### src/rtl/pipe_add_pkg.sv
// Shared constants and per-stage control record for pipe_add.
// Optional subtract mode is enabled by defining PIPE_ADD_SUB_EN.
package pipe_add_pkg;

   localparam int DEF_WIDTH = 32;
   localparam int DEF_SLICE = 8;

   // Width-independent part of a stage; partial sum and pending
   // operand slices are WIDTH-sized and live beside it in the top.
   typedef struct packed {
      logic vld;
      logic cy;
      logic ov;
   } stage_t;

   function automatic int num_stages(input int width, input int slice);
      return width / slice;
   endfunction

endpackage

### src/rtl/pipe_add_slice.sv
// One SLICE-bit ripple adder, instantiated once per pipeline stage.
// Also reports the carry into its MSB for overflow detection.
module add_slice #(
   parameter int SLICE = 8
) (
   input  logic [SLICE-1:0] a_i,
   input  logic [SLICE-1:0] b_i,
   input  logic             ci_i,
   output logic [SLICE-1:0] s_o,
   output logic             co_o,
   output logic             cm_o
);

   logic [SLICE:0] t;

   assign t    = {1'b0, a_i} + {1'b0, b_i} + {{SLICE{1'b0}}, ci_i};
   assign s_o  = t[SLICE-1:0];
   assign co_o = t[SLICE];
   assign cm_o = a_i[SLICE-1] ^ b_i[SLICE-1] ^ s_o[SLICE-1];

endmodule

### src/rtl/pipe_add.sv
// Carry-pipelined adder, one SLICE per stage, valid/ready at both ends.
// Define PIPE_ADD_SUB_EN to add the 'sub' port (a + ~b + 1).
module pipe_add
   import pipe_add_pkg::*;
#(
   parameter int WIDTH = DEF_WIDTH,
   parameter int SLICE = DEF_SLICE
) (
   input  logic             clk,
   input  logic             rst_n,
   input  logic             in_valid,
   output logic             in_ready,
   input  logic [WIDTH-1:0] a,
   input  logic [WIDTH-1:0] b,
   input  logic             ci,
`ifdef PIPE_ADD_SUB_EN
   input  logic             sub,
`endif
   output logic             out_valid,
   input  logic             out_ready,
   output logic [WIDTH-1:0] sum,
   output logic             co,
   output logic             ovf
);

   localparam int STAGES = num_stages(WIDTH, SLICE);
   localparam int PW     = (STAGES > 1) ? WIDTH - SLICE : 1;

   logic [WIDTH-1:0] b_eff;
   logic             ci_eff;

`ifdef PIPE_ADD_SUB_EN
   assign b_eff  = sub ? ~b : b;
   assign ci_eff = sub | ci;
`else
   assign b_eff  = b;
   assign ci_eff = ci;
`endif

   stage_t           ctl_q [STAGES];
   stage_t           ctl_d [STAGES];
   logic [WIDTH-1:0] s_q   [STAGES];
   logic [WIDTH-1:0] s_d   [STAGES];
   logic [WIDTH-1:0] s_in  [STAGES];

   logic [STAGES-1:0] ld;
   logic [STAGES-1:0] v_in;
   logic [STAGES-1:0] cin;
   logic [STAGES-1:0] sl_co;
   logic [STAGES-1:0] sl_cm;

   logic [STAGES-1:0][SLICE-1:0] op_a;
   logic [STAGES-1:0][SLICE-1:0] op_b;
   logic [STAGES-1:0][SLICE-1:0] sl_s;

   for (genvar k = 0; k < STAGES; k++) begin : g_st
      if (k == 0) begin : g_first
         assign v_in[k] = in_valid;
         assign cin[k]  = ci_eff;
         assign s_in[k] = '0;
         assign op_a[k] = a[SLICE-1:0];
         assign op_b[k] = b_eff[SLICE-1:0];
      end else begin : g_next
         assign v_in[k] = ctl_q[k-1].vld;
         assign cin[k]  = ctl_q[k-1].cy;
         assign s_in[k] = s_q[k-1];
      end

      add_slice #(
         .SLICE(SLICE)
      ) u_slice (
         .a_i (op_a[k]),
         .b_i (op_b[k]),
         .ci_i(cin[k]),
         .s_o (sl_s[k]),
         .co_o(sl_co[k]),
         .cm_o(sl_cm[k])
      );
   end

   // Operand slices not yet added travel down, next slice kept at bit 0.
   if (STAGES > 1) begin : g_pend
      logic [PW-1:0] pa_q [STAGES-1];
      logic [PW-1:0] pb_q [STAGES-1];
      logic [PW-1:0] pa_d [STAGES-1];
      logic [PW-1:0] pb_d [STAGES-1];

      always_comb begin
         pa_d[0] = pa_q[0];
         pb_d[0] = pb_q[0];
         if (ld[0] && in_valid) begin
            pa_d[0] = a[WIDTH-1:SLICE];
            pb_d[0] = b_eff[WIDTH-1:SLICE];
         end
         for (int k = 1; k < STAGES - 1; k++) begin
            pa_d[k] = pa_q[k];
            pb_d[k] = pb_q[k];
            if (ld[k] && v_in[k]) begin
               pa_d[k] = pa_q[k-1] >> SLICE;
               pb_d[k] = pb_q[k-1] >> SLICE;
            end
         end
      end

      always_ff @(posedge clk or negedge rst_n) begin
         if (!rst_n) begin
            for (int k = 0; k < STAGES - 1; k++) begin
               pa_q[k] <= '0;
               pb_q[k] <= '0;
            end
         end else begin
            for (int k = 0; k < STAGES - 1; k++) begin
               pa_q[k] <= pa_d[k];
               pb_q[k] <= pb_d[k];
            end
         end
      end

      for (genvar k = 1; k < STAGES; k++) begin : g_op
         assign op_a[k] = pa_q[k-1][SLICE-1:0];
         assign op_b[k] = pb_q[k-1][SLICE-1:0];
      end
   end

   // Stage k may load when empty or when its occupant moves on.
   always_comb begin
      logic rdy;
      rdy = out_ready;
      ld  = '0;
      for (int k = STAGES - 1; k >= 0; k--) begin
         ld[k] = !ctl_q[k].vld || rdy;
         rdy   = ld[k];
      end
   end

   // Finished slices enter at the top and shift down toward bit 0.
   always_comb begin
      for (int k = 0; k < STAGES; k++) begin
         ctl_d[k] = ctl_q[k];
         s_d[k]   = s_q[k];
         if (ld[k]) begin
            ctl_d[k].vld = v_in[k];
            if (v_in[k]) begin
               ctl_d[k].cy = sl_co[k];
               ctl_d[k].ov = sl_co[k] ^ sl_cm[k];
               s_d[k]      = (s_in[k] >> SLICE)
                           | (WIDTH'(sl_s[k]) << (WIDTH - SLICE));
            end
         end
      end
   end

   always_ff @(posedge clk or negedge rst_n) begin
      if (!rst_n) begin
         for (int k = 0; k < STAGES; k++) begin
            ctl_q[k] <= '0;
            s_q[k]   <= '0;
         end
      end else begin
         for (int k = 0; k < STAGES; k++) begin
            ctl_q[k] <= ctl_d[k];
            s_q[k]   <= s_d[k];
         end
      end
   end

   assign in_ready  = ld[0];
   assign out_valid = ctl_q[STAGES-1].vld;
   assign sum       = s_q[STAGES-1];
   assign co        = ctl_q[STAGES-1].cy;
   assign ovf       = ctl_q[STAGES-1].ov;

endmodule

### config.mk
export PLATFORM = sky130hd
export DESIGN_NAME = pipe_add
export DESIGN_NICKNAME = d
export VERILOG_FILES = /design/src/rtl/pipe_add_pkg.sv /design/src/rtl/pipe_add_slice.sv /design/src/rtl/pipe_add.sv
export SDC_FILE = /design/constraint.sdc
export NUM_CORES = 1
export LEC_CHECK = 0
export ABC_AREA = 1
export CELL_PAD_IN_SITES_DETAIL_PLACEMENT = 1
export CELL_PAD_IN_SITES_GLOBAL_PLACEMENT = 1
export CORE_ASPECT_RATIO = 0.5
export CORE_MARGIN = 2
export CORE_UTILIZATION = 42
export CTS_CLUSTER_DIAMETER = 120
export CTS_CLUSTER_SIZE = 12
export DETAILED_ROUTE_END_ITERATION = 6
export GPL_TIMING_DRIVEN = 0
export PLACE_DENSITY = 0.91
export SLEW_MARGIN = 10
export SYNTH_ARGS = -nofsm -noshare
export SYNTH_HDL_FRONTEND = slang
export SYNTH_SLANG_ARGS = --single-unit
### constraint.sdc
create_clock -name clk -period 2.8 [get_ports clk]
set_clock_uncertainty 0.2 [all_clocks]
set_input_delay 0.56 -clock clk [delete_from_list [all_inputs] [get_ports clk]]
set_output_delay 0.56 -clock clk [all_outputs]
set_load 0.02 [all_outputs]
==> results of run 1 <==
power by group:
part | switching, mW | internal [mW]
registers | 0.549 | 3.48
logic | 2.05 | 1.28
clock network | 1.14 | 1.24
total | 3.74 | 6.00
cell usage in the layout, fill, tap and decap left out, types with 3 or more instances in the layout:
master and instances:
clkbuf_16 17, o21ai_0 63, inv_1 57, clkbuf_1 11
a21o_1 3, clkinv_4 3, o21ai_1 5, nand3b_1 9
nor2_1 28, ha_1 28, or2_2 3, buf_2 18
xnor2_1 8, dfrtp_1 185, inv_2 3, clkdlybuf4s50_1 102
o22ai_1 3, clkbuf_8 3, inv_8 4, a21oi_1 14
nand3_1 22, fa_1 8, nand2_1 479, buf_4 5
critical path, cell delays in order:
cell and delay, ps:
clkdlybuf4s50_1 510, nor2_4 180, nand3_2 140, nor2_2 180, inv_2 80, dlygate4sd2_1 330
layer usage:
layer | GRT usage [%] | up-vias | routed length, um
met3 | 5.44 | 77 | 1100
met5 | 0 | - | 0
met4 | 12.7 | 0 | 852
met2 | 45.5 | 187 | 12600
met1 | 30.7 | 3513 | 10800
li1 | - | 3232 | -
Yosys cell counts, types with 3 or more instances:
cell,count,area [sq um]
nand2_1,479,1800
dfrtp_1,185,4630
o21ai_0,63,315
inv_1,57,214
ha_1,28,350
nor2_1,28,105
nand3_1,22,110
buf_2,18,90.1
a21oi_1,14,70.1
clkbuf_1,11,41.3
nand3b_1,9,67.6
fa_1,8,160
xnor2_1,8,70.1
buf_4,5,37.5
o21ai_1,5,25.0
a21o_1,3,22.5
inv_2,3,11.3
o22ai_1,3,18.8
or2_2,3,18.8
timing repair:
action                     CTS  global route
setup endpoints to repair    1             0
hold endpoints to repair    93             0
gates resized for setup      1             0
hold buffers                 1             0
stage by stage:
| step | power, mW | util [%] | setup slack (ps) |
|---|---|---|---|
| after floorplan | 5.81 | - | 612 |
| after global placement | 6.97 | 49.7 | -6380 |
| after detailed placement | 7.25 | 49.9 | -138 |
| after CTS | 9.76 | 52.9 | 74.8 |
| after global routing | 10.3 | 52.9 | 6.55 |
| final | 9.74 | 52.9 | 61.2 |
how the worst max path moves through the flow:
| stage | end | start |
|---|---|---|
| finish | in_ready | out_ready |
| global route | in_ready | out_ready |
| CTS | in_ready | out_ready |
| detailed placement | in_ready | out_ready |
| global placement | ovf$_DFFE_PN0P_ | rst_n |
| floorplan | cin[1]$_DFFE_PN0P_ | a[0] |
area by class of cell:
type	count	area, sq um
Clock buffer	20	467
Fill cell	2273	9100
Buffer	37	195
Multi-Input combinational cell	680	3190
Clock inverter	12	106
Tap cell	266	333
Inverter	60	225
Timing Repair Buffer	106	1080
Sequential cell	185	4630
registers in the layout, summed over array words and instances, names as in the netlist:
register     flops
g_pend.pb_q     48
ctl_q            3
co               1
cin              3
out_valid        1
g_pend.pa_q     48
sum             32
s_in            48
ovf              1
cells by family after synthesis:
logic type,count (synthesis),share of synthesized area (%)
compound gates,88,5.48
xor+xnor,9,0.957
fa+ha+maj,36,6.20
buf+inv,97,5.10
flops,185,56.2
simple gates,547,26.1
==> reports/results.tsv, run 1 <==
metric	value	unit
Post-Layout Cell Count	1366	
GRT Overall Usage	25.8	%
Min-Delay Startpoint	sum[6]$_DFFE_PN0P_	
Clock transition at path regs	70	ps
die outline width	202	um
Clock Path Buffers	2	
share of layout cells above drive strength 1	6.36	%
Starting Density	42.6	%
Max-Cap Viols	0	
Routed WL per cell	18.5	um
largest net degree at the start of global routing	95	
first-pass GRT wire length	41.1	mm
Worst R2R Start	g_pend.pa_q[24]$_DFFE_PN0P_	
WL final	25.3	mm
Min-Delay Endpoint	sum[6]$_DFFE_PN0P_	
Post-synth EDFFs	0	
Worst Path Class, Setup	primary input to primary output	
row cnt	36	
max_slew headroom	50.6	%
clk_lat worst skew	450	ps
setup TNS	0	ps
Routed Antenna Nets	0	
Worst R2R End	cin[3]$_DFFE_PN0P_	
sequential fraction of the synthesis area	56.2	%
DRC	0	
HPWL Detailed	17.5	mm
cell total after placement	1333	
Final nets	1192	
setup slack, reg-to-reg	420	ps
Least-Margin Pin Slew	741	ps
Synth warnings	0	
Startpoint Class	primary input	
vias per inst	5.13	
Cell Area, Placed	9640	sq um
Mapped Avg Cell Area	8.56	sq um
P&R area growth vs syn	24.1	%
number of global-route vias before repair	7895	
via count	7009	
status	finished clean	
Synth Flop Type	dfrtp_1	
ys async rst share	100	%
core region area	19300	sq um
Synthesized Nets	1067	
Cell variety after synth	27	
Max Freq	365	MHz
post-route cell area	10200	sq um
final setup vio count	0	
Pre-antenna DRT Iters	5	
initial antenna violation count	0	
Sink Count	185	
diode count	0	
fin crit period	2740	ps
Worst Reg-to-Reg Cells	10	
period utilization	97.8	%
Post-Syn Area	8240	sq um
WP data arrival	1980	ps
synthesis-stage register bit count	185	
final hold violation count	0	
total grt overflow	0	
Setup crit end kind	primary output	
Initial DRC Count	482	
Hold WS	278	ps
CTS tree	built	
VDD IR max	0.000503	V
Buffers on Ports	104	
clk root buf	clkbuf_16	
GP Congestion	0.833	
crit-path max FO	3	
num ports	105	
PD cells	953	nW/um^2
hold path cells	2	
Die Span Y	103	um
Worst Hold Class	flip-flop to flip-flop	
Setup Fix Bufs, Post-CTS	0	
WP data required	2040	ps
Final Max Slew Viols	0	
Synth Instances	962	
H-tree depth	4	
RSZ-0062 raised after global routing	false	
die area	20800	sq um
cts bufs inserted	17	
leakage	5.30	nW
Power figures use the tool's default switching activity.
==> run 2, diff against run 1 <==
--- a/config.mk
+++ b/config.mk
@@ -16,7 +16,7 @@
 export DETAILED_ROUTE_END_ITERATION = 6
 export GPL_TIMING_DRIVEN = 0
 export PLACE_DENSITY = 0.91
-export SLEW_MARGIN = 10
+export SLEW_MARGIN = 25
 export SYNTH_ARGS = -nofsm -noshare
 export SYNTH_HDL_FRONTEND = slang
 export SYNTH_SLANG_ARGS = --single-unit
==> results of run 2 <==
Final layout, timing and power as in run 1 (identical DEF).
